File: config.mk
export PLATFORM = sky130hd
export DESIGN_NAME = serial_comp
export DESIGN_NICKNAME = d
export VERILOG_FILES = /design/src/rtl/serial_comp_pkg.sv /design/src/rtl/serial_comp_digit_comp.sv /design/src/rtl/serial_comp.sv
export SDC_FILE = /design/constraint.sdc
export NUM_CORES = 1
export LEC_CHECK = 0
export CAP_MARGIN = 20
export CORE_MARGIN = 10
export CORE_UTILIZATION = 50
export DETAILED_ROUTE_END_ITERATION = 8
export PLACE_DENSITY = 0.86
export SETUP_SLACK_MARGIN = 0.4
export SYNTH_ARGS = -nofsm -noshare
export SYNTH_HDL_FRONTEND = slang
export SYNTH_HIERARCHICAL = 1
export SYNTH_SLANG_ARGS = --single-unit
File: constraint.sdc
create_clock -name clk -period 2.05 [get_ports clk]
set_input_delay 0.3075 -clock clk [delete_from_list [all_inputs] [get_ports clk]]
set_output_delay 0.3075 -clock clk [all_outputs]
set_load 0.005 [all_outputs]
File: src/rtl/serial_comp_pkg.sv
// serial_comp_pkg: shared types for the serial magnitude comparator.
//   state_t  - controller states (idle, running digits, result presented)
//   result_t - packed {eq, gt, lt} comparison result
package serial_comp_pkg;

    typedef enum logic [1:0] {
        S_IDLE,
        S_RUN,
        S_DONE
    } state_t;

    typedef struct packed {
        logic eq;
        logic gt;
        logic lt;
    } result_t;

    localparam result_t RESULT_CLR = '{eq: 1'b0, gt: 1'b0, lt: 1'b0};

endpackage

File: src/rtl/serial_comp_digit_comp.sv
// digit_comp: combinational DIGIT-bit unsigned magnitude compare.
// Ports:
//   a, b        in  DIGIT  digits to compare
//   eq, gt, lt  out 1      a == b, a > b, a < b (exactly one is high)
module digit_comp #(
    parameter int DIGIT = 2
) (
    input  logic [DIGIT-1:0] a,
    input  logic [DIGIT-1:0] b,
    output logic             eq,
    output logic             gt,
    output logic             lt
);

    always_comb begin
        eq = (a == b);
        gt = (a > b);
        lt = (a < b);
    end

endmodule

File: src/rtl/serial_comp.sv
// serial_comp: multi-cycle MSB-first magnitude comparator, DIGIT bits/clock,
// unsigned or two's-complement, with start/busy/done handshake.
// Optional feature: define SERIAL_COMP_EARLY_EXIT_EN to leave S_RUN on the
// first differing digit (data-dependent latency); otherwise latency is N.
// Ports:
//   clk        in  1      rising-edge clock
//   reset      in  1      synchronous active-high reset (aborts any operation)
//   start      in  1      request, accepted when busy == 0
//   a, b       in  WIDTH  operands, sampled on accepted start
//   is_signed  in  1      1 = two's complement, sampled on accepted start
//   busy       out 1      high while digits are processed
//   done       out 1      one-cycle pulse, flags valid
//   eq, gt, lt out 1      comparison result, held until next accepted start
module serial_comp
    import serial_comp_pkg::*;
#(
    parameter int WIDTH = 8,
    parameter int DIGIT = 2
) (
    input  logic             clk,
    input  logic             reset,
    input  logic             start,
    input  logic [WIDTH-1:0] a,
    input  logic [WIDTH-1:0] b,
    input  logic             is_signed,
    output logic             busy,
    output logic             done,
    output logic             eq,
    output logic             gt,
    output logic             lt
);

    if ((WIDTH < 2) || (DIGIT < 1) || (DIGIT > WIDTH) || ((WIDTH % DIGIT) != 0)) begin : g_bad_params
        $error("serial_comp: illegal WIDTH/DIGIT combination");
    end

    localparam int N  = WIDTH / DIGIT;
    localparam int CW = $clog2(N + 1);

    state_t           state_q, state_d;
    logic [WIDTH-1:0] a_q, a_d;
    logic [WIDTH-1:0] b_q, b_d;
    logic [CW-1:0]    cnt_q, cnt_d;
    result_t          res_q, res_d;

    logic             dig_eq, dig_gt, dig_lt;
    logic             decided;
    logic [WIDTH-1:0] msb_flip;

    digit_comp #(
        .DIGIT(DIGIT)
    ) u_digit_comp (
        .a  (a_q[WIDTH-1 -: DIGIT]),
        .b  (b_q[WIDTH-1 -: DIGIT]),
        .eq (dig_eq),
        .gt (dig_gt),
        .lt (dig_lt)
    );

    always_comb begin
        state_d  = state_q;
        a_d      = a_q;
        b_d      = b_q;
        cnt_d    = cnt_q;
        res_d    = res_q;
        decided  = res_q.gt | res_q.lt;
        // Inverting the sign bit maps two's complement onto offset binary,
        // so the unsigned digit compare orders signed values correctly.
        msb_flip = {is_signed, {(WIDTH-1){1'b0}}};

        case (state_q)
            S_IDLE, S_DONE: begin
                if (start) begin
                    a_d     = a ^ msb_flip;
                    b_d     = b ^ msb_flip;
                    cnt_d   = CW'(N);
                    res_d   = RESULT_CLR;
                    state_d = S_RUN;
                end else if (state_q == S_DONE) begin
                    state_d = S_IDLE;
                end
            end
            S_RUN: begin
                a_d   = a_q << DIGIT;
                b_d   = b_q << DIGIT;
                cnt_d = cnt_q - CW'(1);
                // Only the first differing digit decides; later ones are ignored.
                if (!decided) begin
                    res_d.gt = dig_gt;
                    res_d.lt = dig_lt;
                end
                if (cnt_q == CW'(1)) begin
                    state_d  = S_DONE;
                    res_d.eq = !decided && dig_eq;
                end
`ifdef SERIAL_COMP_EARLY_EXIT_EN
                if (!decided && !dig_eq) begin
                    state_d = S_DONE;
                end
`endif
            end
            default: state_d = S_IDLE;
        endcase
    end

    always_ff @(posedge clk) begin
        if (reset) begin
            state_q <= S_IDLE;
            a_q     <= '0;
            b_q     <= '0;
            cnt_q   <= '0;
            res_q   <= RESULT_CLR;
        end else begin
            state_q <= state_d;
            a_q     <= a_d;
            b_q     <= b_d;
            cnt_q   <= cnt_d;
            res_q   <= res_d;
        end
    end

    assign busy = (state_q == S_RUN);
    assign done = (state_q == S_DONE);
    assign eq   = res_q.eq;
    assign gt   = res_q.gt;
    assign lt   = res_q.lt;

endmodule

; ---- Word level (Yosys, flattened, before mapping)
; Cells that the tools add are included.
; W data, S select, Z words.
[totals]
ff_bits = 24
inputBits = 20
out_inout_bits = 5
word_cells = 44
[op_classes]
n_addsub = 1
order_cmp = 2
eq_ne = 8
mux = 14
bitwise = 3
n_reduce_logical = 9
[op_table]
columns = op, count
row1 = $pmux W8 S2, 2
row2 = $mux W8, 2
row3 = $xor A8 B8 Y8, 2
row4 = $pmux W3 S2, 2
row5 = $mux W2, 4
row6 = $mux W3, 2
row7 = $reduce_and A3 Y1, 2
row8 = $ne A2 B2 Y1 const B, 2
row9 = $pmux W2 S2, 1
row10 = $reduce_and A2 Y1, 2
row11 = $eq A3 B1 Y1 const B, 1
row12 = $ne A3 B3 Y1 const B, 1
row13 = $sub A3 B1 Y3 const B, 1
row14 = $eq A2 B1 Y1 const B, 1
row15 = $eq A2 B2 Y1, 1
row16 = $eq A2 B2 Y1 const B, 1
row17 = $gt A2 B2 Y1, 1
row18 = $logic_not A2 Y1, 1
row19 = $lt A2 B2 Y1, 1
row20 = $ne A2 B1 Y1 const B, 1
row21 = $reduce_bool A2 Y1, 1
row22 = $reduce_or A2 Y1, 1
row23 = $logic_and A1 B1 Y1, 1
row24 = $logic_not A1 Y1, 1
row25 = 2 further kinds, 2

; ---- Longest topological paths before layout
[logic_depth]
ltp_word = 5
mapped_depth = 7
depth_no_buf = 7

; ---- Cells and area by module
; The synthesis kept the hierarchy.
[modules_own_cells]
columns = mod, n_inst, cells_each, area_each_um2, seq_area_each_um2
row1 = serial_comp, 1, 114, 996.0, 480.5
row2 = digit_comp, 1, 9, 62.6, 0.0

; ---- Worst setup path before layout
; Ideal clock, no wire load.
[synth_timing]
path_kind = register -> register
start = register b_q[7]
end = register res_q, in the netlist eq
setup_time_ps = 70
arrival_ps = 1294
t_required_ps = 1980
slack_ps = 686
path_stages_with_launch = 7
path_buffers = 0
synth_period_minus_slack_ps = 1364
path_cell_list = dfxtp_1 inv_1 ha_1 and2_4 nand2b_1 or4_1 a21oi_1
[synth_between]
elab_chain_len = 4
[synth_lines]
columns = element, line
row1 = "start, declared", serial_comp.sv:42  ; logic [WIDTH-1:0] b_q, b_d;
row2 = "start signal, assigned", serial_comp.sv:110  ; b_q <= '0;
row3 = "start signal, assigned", serial_comp.sv:116  ; b_q <= b_d;
row4 = $eq A2 B2 Y1, serial_comp_digit_comp.sv:16  ; eq = (a == b);
row5 = net dig_eq, serial_comp.sv:46  ; logic dig_eq, dig_gt, dig_lt;
row6 = $logic_and A1 B1 Y1, serial_comp.sv:94  ; res_d.eq = !decided && dig_eq;
row7 = $mux W1, serial_comp.sv:92  ; if (cnt_q == CW'(1)) begin
row8 = $pmux W3 S2, serial_comp.sv:71  ; case (state_q)
row9 = "end signal, assigned", serial_comp.sv:118  ; res_q <= res_d;
row10 = "end, declared", serial_comp.sv:44  ; result_t res_q, res_d;
; The timed path passes the listed nets, and every way through them passes these cells. The select of a mux whose other input is x is not followed.
; A chain may end at the register's enable or synchronous reset.

; ---- Worst setup path in the final report
[layout_timing]
start = register res_q, in the netlist lt
end = output lt
[layout_lines]
columns = element, line
row1 = "end, declared", serial_comp.sv:30  ; output logic lt
; No word-level cell between the ends.

==> results.ini <==
[outcome]
status = completed

[floorplanning]
num_io_pins = 25
start_util_pct = 53.4
die_h_microns = 66.0
fp.dieW_microns = 66.0
die_area_sq_um = 4360
core_area_sq_um = 1980
rows = 16

[job]
cap_viol_max_count = 0

[cells_and_area]
drive_gt1_share_pct = 10.8
fin_area_sq_um = 1400
antenna_cells = 0
fillers = 157
nets = 173
multi_input_area_sq_um = 524
syn_to_final_growth_pct = 32.2
seq_area_sq_um = 483

[drt]
post_drt_wl_per_cell_microns = 14.2
drcViolationCount = 0
first_iter_violations = 44
ant_nets = 0
avgViaCountPerCell = 5.57
vias = 974
dr.pass1.iters = 4
wirelength_microns = 2490

[global_route]
grt_use_total_pct = 11.7
grt_pass1_wl_microns = 4090
grt_antenna_before_repair = 0
first_global_vias = 922
grt_overflow = 0
grt_max_degree = 25

[worst_setup_path]
reg2reg_setup_slack_ns = 0.54
cp-end-kind = primary output
cpPeakStageDelay_ns = 0.53
critPathArrivalTime_ns = 1.26
path_cells = clkdlybuf4s50_1
critPathSlowestCell = clkdlybuf4s50_1
critPathKind = reg -> out
crit_path_start_kind = register
worst-path-buf-inv = 1
required_ns = 1.74
critPathTopFamily = buffers and inverters
path_max_fanout = 4

[synth]
synth-edff-count = 0
ys_seq_elements = 24
synthesis.nets = 147
synth_area_per_cell_sq_um = 8.61
synth-seq-area-share_pct = 45.4
syn_area_sq_um = 1060
ys.flop_type = dfxtp_1
synth.distinct_cells = 23
yosysWarnings = 6
postSynth.asyncResetShare_pct = 0
syn-instance-count = 123

[clock_network]
clk_pin_slew_ns = 0.13
holdBufCountCts = 0
clkLatencyLatePin_ns = 0.32
htreeDepth = 1
cts.sinks = 24
cts_root_buf = clkbuf_4
cts_buffers = 3
cts_tree = built
clockBufferDepth = 2

[sta]
final_hold_viol_count = 0
tightest_slew_ns = 0.414
fin_crit_ns = 1.56
slew_headroom_pct = 72.4
slew_violations = 0
fin_crit_sh_pct = 76.3
skew_ns = 0.00605
setup_viol = 0
max_freq_mhz = 639
rsz0062_at_grt = false
setup_tns_ns = 0

[placement]
portBuffers = 24
gp_congestion = 0.781
dp_hpwl_microns = 1740
place_area_sq_um = 1320

[hold_path]
hp-class = reg -> reg

[power]
power_mw = 1.07
ir_drop_mv = 0.569
p_leak_nw = 0.528
p_per_area_nw_per_um2 = 767

-- layout by cell type, fill, tap and decap left out, types with 2 or more instances in the layout --
cell and n:
a21oi_1 23, a22oi_1 12, buf_4 6, clkbuf_4 3, clkdlybuf4s50_1 22, dfxtp_1 22
dfxtp_2 2, dlygate4sd2_1 2, ha_1 4, inv_1 5, nand2_1 5, nand2b_1 5
nand3_1 18, nor2_1 3, xor2_1 2
-- cell families (layout without fill, tap and decap cells) --
group | after synthesis | count (layout) | synth area share (%)
fa+ha+maj | 4 | 4 | 4.73
buf+inv | 15 | 40 | 5.91
simple gates | 40 | 40 | 20.7
xor+xnor | 2 | 2 | 1.66
flops | 24 | 24 | 45.4
compound gates | 38 | 38 | 21.6
-- layer usage --
layer	part of all wire [%]	routed length, microns	GRT usage (%)
met3	7.0	175	3.39
met4	1.8	44	6.28
met5	0	0	0
met2	49	1220	19.6
met1	42	1040	13.1
-- cell usage after synthesis, types with 2 or more instances --
cell	instances	area, sq um
inv_1	5	18.8
a21oi_1	23	115
nand2_1	5	18.8
dfxtp_1	24	480
ha_1	4	50.1
clkbuf_1	4	15.0
nand3_1	18	90.1
xor2_1	2	17.5
nand2b_1	6	37.5
nor4bb_1	2	20.0
buf_2	5	25.0
nor2_1	3	11.3
a22oi_1	12	90.1
-- power breakdown --
part           total, mW  switching (mW)  internal (mW)
logic              0.208          0.0995          0.109
registers          0.520          0.0193          0.501
clock network      0.344           0.146          0.198
total               1.07           0.265          0.807
-- area by class of cell --
cell class | count | share of cell area [%]
repair buffers | 30 | 20.2
multi-input cells | 84 | 37.5
well taps | 27 | 2.42
clock inverters | 1 | 2.15
clock buffers | 3 | 1.61
flip-flops and latches | 24 | 34.5
inverters | 6 | 1.61
-- path summary, 6_finish.rpt --
check / startpoint / end / depth (start not counted)
worst max-delay path: lt / lt / 1
worst min-delay path: a_q[2] / a_q[2] / 2
worst max register to register: state_q[0] / eq / 5
worst min register to register: a_q[2] / a_q[2] / 2
-- registers in the layout (all words and copies together), names as in the netlist --
signal   cells
b_q          8
state_q      2
a_q          8
cnt_q        3
eq           1
lt           1
gt           1
-- stage by stage --
step / util, % / setup slack (ns) / hold WS (ns) / cells
2_1_floorplan: - / 0.686 / 0.377 / 123
3_3_place_gp: 66.7 / 0.368 / 0.454 / 169
3_5_place_dp: 66.7 / 0.307 / 0.460 / 169
4_1_cts: 70.1 / 0.493 / 0.478 / 175
5_1_grt: 70.6 / 0.430 / 0.504 / 175
6_report: 70.6 / 0.486 / 0.476 / 175
-- timing repair --
| item | in CTS | in global routing |
|---|---|---|
| setup endpoints to repair | 2 | 2 |
| resized for setup | 4 | 2 |
| buffers inserted | 2 | 0 |
| pin swaps | 0 | 0 |
No activity file was read; power rests on OpenSTA's default activity.
